`src/rtl/dmux_src_if.sv`:
```
// rtl/dmux_src_if.sv - producer handshake and DMUX launch signals for dmux_src_ctrl
interface dmux_src_if #(
  parameter int WIDTH = 32
);
  // Producer side: valid/ready word handshake
  logic             s_valid;
  logic             s_ready;
  logic [WIDTH-1:0] s_data;
  // DMUX side: launch strobe, data and enable
  logic             tx_vld;
  logic [WIDTH-1:0] tx_data;
  logic             dmux_en;
  // Status
  logic             busy;
  logic [15:0]      sent_cnt;

  // Controller view
  modport slave (
    input  s_valid, s_data,
    output s_ready, tx_vld, tx_data, dmux_en, busy, sent_cnt
  );

  // Producer / observer view
  modport master (
    output s_valid, s_data,
    input  s_ready, tx_vld, tx_data, dmux_en, busy, sent_cnt
  );
endinterface

```
`src/rtl/dmux_src_ctrl.sv`:
```
// rtl/dmux_src_ctrl.sv - clk_a launch controller feeding the DMUX synchronizer
module dmux_src_ctrl #(
  parameter int WIDTH    = 32,
  parameter int HOLD_CYC = 4,
  parameter int GAP_CYC  = 4,
  parameter int IDLE_CYC = 8,
  parameter int WAKE_CYC = 2
) (
  input  logic      clk_a,
  input  logic      rst_n_a,
  dmux_src_if.slave bus
);

  // One shared phase counter, wide enough for the longest phase
  localparam int MAX_HG  = (HOLD_CYC > GAP_CYC) ? HOLD_CYC : GAP_CYC;
  localparam int MAX_IW  = (IDLE_CYC > WAKE_CYC) ? IDLE_CYC : WAKE_CYC;
  localparam int MAX_ALL = (MAX_HG > MAX_IW) ? MAX_HG : MAX_IW;
  localparam int CW      = $clog2(MAX_ALL + 1);

  localparam logic [CW-1:0] HOLD_LAST = CW'(HOLD_CYC - 1);
  localparam logic [CW-1:0] GAP_LAST  = CW'(GAP_CYC - 1);
  localparam logic [CW-1:0] IDLE_LAST = CW'(IDLE_CYC - 1);
  localparam logic [CW-1:0] WAKE_LAST = CW'(WAKE_CYC - 1);
  localparam logic [CW-1:0] CNT_ONE   = CW'(1);

  typedef enum logic [2:0] {
    ST_OFF,
    ST_WAKE,
    ST_HOLD,
    ST_GAP,
    ST_IDLE
  } state_t;

  state_t           state;
  logic [CW-1:0]    cnt;
  logic             tx_vld_q;
  logic [WIDTH-1:0] tx_data_q;
  logic             en_q;
  logic [15:0]      cnt_sent;
  logic             ready;
  logic             xfer;

  // Words are only accepted while nothing is in flight
  assign ready = (state == ST_OFF) || (state == ST_IDLE);
  assign xfer  = bus.s_valid & ready;

  assign bus.s_ready  = ready;
  assign bus.busy     = (state == ST_WAKE) || (state == ST_HOLD) || (state == ST_GAP);
  assign bus.tx_vld   = tx_vld_q;
  assign bus.tx_data  = tx_data_q;
  assign bus.dmux_en  = en_q;
  assign bus.sent_cnt = cnt_sent;

  // Launch FSM: wake the DMUX, hold each word, force a low gap, gate off when idle
  always_ff @(posedge clk_a or negedge rst_n_a) begin
    if (!rst_n_a) begin
      state     <= ST_OFF;
      cnt       <= '0;
      tx_vld_q  <= 1'b0;
      tx_data_q <= '0;
      en_q      <= 1'b0;
      cnt_sent  <= '0;
    end else begin
      case (state)
        ST_OFF: begin
          if (xfer) begin
            state     <= ST_WAKE;
            cnt       <= '0;
            en_q      <= 1'b1;
            tx_data_q <= bus.s_data;
          end
        end
        ST_WAKE: begin
          if (cnt == WAKE_LAST) begin
            state    <= ST_HOLD;
            cnt      <= '0;
            tx_vld_q <= 1'b1;
          end else begin
            cnt <= cnt + CNT_ONE;
          end
        end
        ST_HOLD: begin
          if (cnt == HOLD_LAST) begin
            state    <= ST_GAP;
            cnt      <= '0;
            tx_vld_q <= 1'b0;
            cnt_sent <= cnt_sent + 16'd1;
          end else begin
            cnt <= cnt + CNT_ONE;
          end
        end
        ST_GAP: begin
          if (cnt == GAP_LAST) begin
            state <= ST_IDLE;
            cnt   <= '0;
          end else begin
            cnt <= cnt + CNT_ONE;
          end
        end
        ST_IDLE: begin
          // A word arriving in the terminal idle cycle still beats the gate-off
          if (xfer) begin
            state     <= ST_HOLD;
            cnt       <= '0;
            tx_vld_q  <= 1'b1;
            tx_data_q <= bus.s_data;
          end else if (cnt == IDLE_LAST) begin
            state <= ST_OFF;
            cnt   <= '0;
            en_q  <= 1'b0;
          end else begin
            cnt <= cnt + CNT_ONE;
          end
        end
        default: begin
          state    <= ST_OFF;
          cnt      <= '0;
          tx_vld_q <= 1'b0;
          en_q     <= 1'b0;
        end
      endcase
    end
  end

endmodule
```
`src/flat_wrapper.sv`:
```
// flat-port wrapper written by rule: the top's interface ports become plain ports
module dmux_src_ctrl_flat 
#(
  parameter int WIDTH    = 32,
  parameter int HOLD_CYC = 4,
  parameter int GAP_CYC  = 4,
  parameter int IDLE_CYC = 8,
  parameter int WAKE_CYC = 2
)
  (clk_a, rst_n_a, bus_s_valid, bus_s_data, bus_s_ready, bus_tx_vld, bus_tx_data, bus_dmux_en, bus_busy, bus_sent_cnt);
  dmux_src_if #(.WIDTH(WIDTH)) bus_i ();
  input  logic clk_a;
  input  logic rst_n_a;
  input wire logic [$bits(bus_i.s_valid)-1:0] bus_s_valid;
  input wire logic [$bits(bus_i.s_data)-1:0] bus_s_data;
  output wire logic [$bits(bus_i.s_ready)-1:0] bus_s_ready;
  output wire logic [$bits(bus_i.tx_vld)-1:0] bus_tx_vld;
  output wire logic [$bits(bus_i.tx_data)-1:0] bus_tx_data;
  output wire logic [$bits(bus_i.dmux_en)-1:0] bus_dmux_en;
  output wire logic [$bits(bus_i.busy)-1:0] bus_busy;
  output wire logic [$bits(bus_i.sent_cnt)-1:0] bus_sent_cnt;
  assign bus_i.s_valid = bus_s_valid;
  assign bus_i.s_data = bus_s_data;
  assign bus_s_ready = bus_i.s_ready;
  assign bus_tx_vld = bus_i.tx_vld;
  assign bus_tx_data = bus_i.tx_data;
  assign bus_dmux_en = bus_i.dmux_en;
  assign bus_busy = bus_i.busy;
  assign bus_sent_cnt = bus_i.sent_cnt;
  dmux_src_ctrl #(.WIDTH(WIDTH), .HOLD_CYC(HOLD_CYC), .GAP_CYC(GAP_CYC), .IDLE_CYC(IDLE_CYC), .WAKE_CYC(WAKE_CYC)) u_core (.clk_a(clk_a), .rst_n_a(rst_n_a), .bus(bus_i));
endmodule
```
`config.mk`:
```
export PLATFORM = sky130hd
export DESIGN_NAME = dmux_src_ctrl_flat
export DESIGN_NICKNAME = d
export VERILOG_FILES = /design/src/rtl/dmux_src_if.sv /design/src/rtl/dmux_src_ctrl.sv /design/src/flat_wrapper.sv
export SDC_FILE = /design/constraint.sdc
export NUM_CORES = 1
export LEC_CHECK = 0
export ABC_CLOCK_PERIOD_IN_PS = 2000
export CORE_UTILIZATION = 40
export DETAILED_ROUTE_END_ITERATION = 6
export PLACE_DENSITY_LB_ADDON = 0.2
export SYNTH_ARGS = -nofsm -noshare
export SYNTH_HDL_FRONTEND = slang
export SYNTH_SLANG_ARGS = --single-unit
```
`constraint.sdc`:
```
create_clock -name clk_a -period 2 [get_ports clk_a]
set_input_delay 0.2 -clock clk_a [delete_from_list [all_inputs] [get_ports clk_a]]
set_output_delay 0.2 -clock clk_a [all_outputs]
set_load 0.01 [all_outputs]
```
# Yosys cells after proc, flatten, opt, wreduce, memory -nomap -nowiden
# Cells that the tools add are included.
[op_classes] add_sub_neg=2 n_eq_ne=15 n_mux=20 bitwise_logic=3 n_reduce_logical=13
[ops] op="4-bit 2-to-1 mux" count=5
[ops] op="3-bit 2-to-1 mux" count=6
[ops] op="16-bit by 1-bit adder with 16-bit output (second input constant)" count=1
[ops] op="4-bit case mux with 4 select lines" count=1
[ops] op="3-bit case mux with 5 select lines" count=1
[ops] op="2-bit != test (second input constant)" count=5
[ops] op="4-bit AND reduction" count=2
[ops] op="3-bit by 2-bit == test with 1-bit output (second input constant)" count=2
[ops] op="2-bit OR reduction" count=3
[ops] op="1-bit 2-to-1 mux" count=5
[ops] op="5-bit AND reduction" count=1
[ops] op="4-bit by 1-bit adder with 4-bit output (second input constant)" count=1
[ops] op="4-bit by 1-bit == test with 1-bit output (second input constant)" count=1
[ops] op="4-bit by 2-bit == test with 1-bit output (second input constant)" count=1
[ops] op="4-bit by 3-bit == test with 1-bit output (second input constant)" count=1
[ops] op="2-bit by 1-bit != test with 1-bit output (second input constant)" count=2
[ops] op="1-bit case mux with 4 select lines" count=1
[ops] op="2-bit AND reduction" count=2
[ops] op="3-bit by 1-bit == test with 1-bit output (second input constant)" count=1
[ops] op="3-bit == test (second input constant)" count=1
[ops] op="3-bit zero test" count=1
[ops] op="1-bit logical OR" count=3
[ops] op="3-bit by 2-bit != test with 1-bit output (second input constant)" count=1
[ops] op="1-bit case mux with 3 select lines" count=1
[ops] op="3 further kinds" count=4
[totals] regBits=57 in_bits=35

# Logic depth before layout (Yosys ltp)
[depth] ltp_word=5 ltp_mapped=6

# Least setup slack after synthesis
# Ideal clock, no wire load.
[synth_timing] kind="reg-to-reg" from="register u_core.cnt[0]" to="register u_core.cnt_sent[14] (netlist: u_core.bus.sent_cnt[14])" setup_time_ns=0.079 arrival_time_ns=1.783 slack_ns=0.138 path_stages_with_launch=6 path_buffers=0 path_cell_list="dfrtp_1 > ha_1 > or3b_4 > or4_4 > nor3_2 > xor2_1"
[synth_between] elab_chain_cells=2
[synth_lines] item="start: declaration" line="dmux_src_ctrl.sv:35" source="logic [CW-1:0] cnt;"
[synth_lines] item="start signal: assignment" line="dmux_src_ctrl.sv:79" source="cnt <= cnt + CNT_ONE;"
[synth_lines] item="start signal: assignment" line="dmux_src_ctrl.sv:89" source="cnt <= cnt + CNT_ONE;"
[synth_lines] item="start signal: assignment" line="dmux_src_ctrl.sv:97" source="cnt <= cnt + CNT_ONE;"
[synth_lines] item="4-bit by 2-bit == test with 1-bit output" line="dmux_src_ctrl.sv:83" source="if (cnt == HOLD_LAST) begin"
[synth_lines] item="2-bit AND reduction (no line)"
[synth_lines] item="end signal: assignment" line="dmux_src_ctrl.sv:87" source="cnt_sent <= cnt_sent + 16'd1;"
[synth_lines] item="end: declaration" line="dmux_src_ctrl.sv:39" source="logic [15:0] cnt_sent;"
# No other way between the ends.
# A chain may end at the register's enable or synchronous reset.

# Worst setup path after layout
[layout_timing] from="register u_core.state[1]" to="output port bus_busy"
[layout_between] elab_chain_cells=3 elab_cells_between_ends=5 cone_classes="3 x eq/ne; 2 x reduce/logical"
[layout_lines] item="start: declaration" line="dmux_src_ctrl.sv:34" source="state_t state;"
[layout_lines] item="start signal: assignment" line="dmux_src_ctrl.sv:57" source="state <= ST_OFF;"
[layout_lines] item="start signal: assignment" line="dmux_src_ctrl.sv:67" source="state <= ST_WAKE;"
[layout_lines] item="start signal: assignment" line="dmux_src_ctrl.sv:75" source="state <= ST_HOLD;"
[layout_lines] item="3-bit by 1-bit == test with 1-bit output or 3-bit by 2-bit == test with 1-bit output (tied branches)" line="dmux_src_ctrl.sv:48" source="assign bus.busy = (state == ST_WAKE) || (state == ST_HOLD) || (state == ST_GAP);"
[layout_lines] item="1-bit logical OR" line="dmux_src_ctrl.sv:48"
[layout_lines] item="1-bit logical OR *" line="dmux_src_ctrl.sv:48"
[layout_lines] item="end: declaration" line="flat_wrapper.sv:20" source="output wire logic [$bits(bus_i.busy)-1:0] bus_busy;"
# Every way passes the cells marked *; elsewhere a longest branch is shown, timed or not.

==> metrics <==
status complete, no violations; Comb power frac 41.2%; routability cong. 0.7688; worst min path class in -> async; Worst-Skew Late Latency 0.32 ns; Syn Area/Cell 12.92 sq um; Yosys warnings 0; Initial Util 41.25%; Routed WL per cell between 10 and 15 um; worst slew pin tran ~0.52 ns; Core Rows 28; core area 5921 sq um; RSZ-0062 raised after global routing false; grt total ovfl 0; non-filler cells, final between 300 and 400; Cell Int Power 3.628 mW; share of cells above drive strength 1 a little over a fifth; dpl hpwl 3742 um; first-pass detailed-route iteration total 4; Hold Fails Final Rpt 0; clock share of power between 20% and 30%; Seq/Total Area, Yosys 58.40%; Placed Cells 351; number of fill cells in the layout 478; Vias/cell between 4 and 5; DRC viols 0; Post-DP Area 3442 sq um; Port Buffer Count 86; critical path type reg -> out; WL final 5148 um; Chip Width between 80 and 90 um; Setup Buffers After CTS 0; Crit Reg-Reg Endpoint u_core.bus.sent_cnt[12]$_DFFE_PN0P_; Layout area overhead 50.36%; CP endpoint kind output port; DRC violation total after the first TritonRoute iteration 47; f_max 544.3 MHz; peak supply drop between 0.7 and 0.8 mV; via count 1,827; Crit. Startpoint u_core.state[1]$_DFFE_PN0P_; initial antenna violation count 0; DIE AREA roughly 6400 sq um; number of flops mapped to enable cells by yosys 0; Die Ht 80.14 um; Final ANT Viol Nets 0; PD cells around 1400 nW/um^2; LEAKAGE 1.547 nW; clk sink count 57; Clock transition at path regs 0.06 ns; Worst R2R Path Depth 5; Sequential Power Share 36.7%; nets 326; net switching power ~1.5 mW; total of max-cap violations 0; CTS HTree Levels 3; clk_skew 0.005401 ns; finished layout cell area 3672 sq um; cells after synthesis 189; Hold WS about 0.38 ns; worst-path fanout max 9; fin crit period 1.837 ns; Synth Cell Area 2442 sq um; # setup viols final 0; CTS tree yes; worst reg2reg startpoint u_core.cnt[0]$_DFFE_PN0P_; Num CTS Buffers 9; Total Routing Usage GR 17.61%; Syn Nets approximately 230; antenna fix cells 0; final max-slew violation count 0; setup TNS 0 ns; global-route wire length before repair 8355 um; clk buf depth 2; max_slew headroom 65.48%; synth unique cells 37; ys async rst share 100.0%; Startpoint Class register; period utilization 91.86%; Critical Path AT ~1.6 ns; dominant synthesized flop cell dfrtp_1; Sw Ratio 29.71%; flops & latches, synth 57; setup slack on the worst flop-to-flop path about 0.2 ns; CP required roughly 1.8 ns; clock tree root buffer cell clkbuf_8; largest net degree at the start of global routing 38; number of global-route vias before repair 1,731; boundary pin count between 80 and 90
-- sequential cells by signal, summed over array words and instances (netlist names) --
register,count
u_core.state,3
u_core.bus.dmux_en,1
u_core.bus.tx_data,32
u_core.cnt,4
u_core.bus.tx_vld,1
u_core.bus.sent_cnt,16
-- Yosys cell counts, types with 2 or more instances --
library cell / number / share of area (%)
a21oi_1: 4 / 0.82
and3_1: 4 / 1.0
buf_2: 4 / 0.82
clkbuf_1: 2 / 0.31
dfrtp_1: 57 / 58
ha_1: 3 / 1.5
inv_1: 3 / 0.46
mux2_2: 33 / 15
nand2_1: 9 / 1.4
nand2b_1: 2 / 0.51
nand3_1: 8 / 1.6
nand4_1: 5 / 1.3
nor2_1: 10 / 1.5
nor3_1: 5 / 1.0
nor3b_1: 2 / 0.61
o21ai_0: 3 / 0.61
o22ai_1: 2 / 0.51
xnor2_1: 11 / 3.9
xor2_1: 4 / 1.4
-- cell usage in the layout, fill, tap and decap left out, types with 2 or more instances in the layout --
| master | Yosys | final |
|---|---|---|
| o21ai_0 | 3 | 3 |
| xor2_1 | 4 | 4 |
| clkbuf_1 | 2 | 2 |
| xnor2_1 | 11 | 11 |
| inv_1 | 3 | 3 |
| nor3b_1 | 2 | 2 |
| nor2_1 | 10 | 9 |
| nor3_1 | 5 | 5 |
| nand2_1 | 9 | 9 |
| nand4_1 | 5 | 5 |
| ha_1 | 3 | 3 |
| a21oi_1 | 4 | 4 |
| nand2b_1 | 2 | 2 |
| and3_1 | 4 | 4 |
| mux2_2 | 33 | 33 |
| dfrtp_1 | 57 | 56 |
| o22ai_1 | 2 | 2 |
| clkbuf_8 | 0 | 10 |
| bufinv_16 | 0 | 2 |
| clkdlybuf4s50_1 | 0 | 85 |
| nand3_1 | 8 | 8 |
| buf_4 | 0 | 5 |
| buf_12 | 0 | 2 |
-- repair_timing --
item / in CTS / in global routing
gates resized for setup: 0 / 3
endpoints found under the setup margin: 0 / 4
hold endpoints to repair: 20 / 0
hold buffers: 1 / 0
-- through the flow --
stage          worst slack (ns)  util (%)  total power [mW]
3_5_place_dp            0.09909     58.14             4.060
2_1_floorplan            0.1382         -             2.919
6_report                 0.1628     62.02             5.162
3_3_place_gp             0.1635     58.14             4.005
5_1_grt                 0.02329     62.02             5.490
4_1_cts                 0.04029     61.86             5.220
-- worst max-delay path by stage --
stage	to	depth (start not counted)	slack, ns
finish	bus_busy	3	0.16
detailed placement	u_core.bus.sent_cnt[14]$_DFFE_PN0P_	5	0.1
floorplan	u_core.bus.sent_cnt[14]$_DFFE_PN0P_	5	0.14
CTS	bus_s_ready	2	0.04
global placement	u_core.bus.sent_cnt[14]$_DFFE_PN0P_	5	0.16
global route	u_core.bus.sent_cnt[6]$_DFFE_PN0P_	7	0.02
-- critical path: stages, from the launching register on --
cell and delay, ns:
dfrtp_1 0.55, nor2_2 0.12, nor2_1 0.11, clkdlybuf4s50_1 0.54
-- logic make-up after synthesis --
| logic type | synth area share, % |
|---|---|
| XOR/XNOR | 5.379 |
| flip-flops | 58.40 |
| adder cells (fa/ha/maj) | 1.537 |
| buffers and inverters | 1.588 |
| AND/OR/NAND/NOR | 13.73 |
| multiplexers | 15.22 |
| AO/OA/AOI/OAI | 4.150 |
-- power groups by stage --
stage / clock network (mW) / logic [mW] / registers [mW]
3_3_place_gp: 0 / 2.11 / 1.89
3_5_place_dp: 0 / 2.14 / 1.92
4_1_cts: 1.17 / 2.15 / 1.90
2_1_floorplan: 0 / 0.882 / 2.04
5_1_grt: 1.21 / 2.31 / 1.96
6_report: 1.14 / 2.13 / 1.90
-- cell type report --
type	count	area (sq um)	share of cell area, %
Inverter	3	11.26	0.3066
Sequential cell	57	1428	38.88
Timing Repair Buffer	94	943.4	25.69
Clock inverter	3	65.06	1.772
Clock buffer	12	145.1	3.952
Multi-Input combinational cell	123	985.9	26.85
Tap cell	75	93.84	2.555
-- metal layers --
metal  share of wire [%]  global-route usage (%)
met5                   0                       0
met4                0.87                   9.643
met3                 5.7                   3.977
met2                  48                   27.44
met1                  46                   22.66
(Power assumes the default switching activity.)
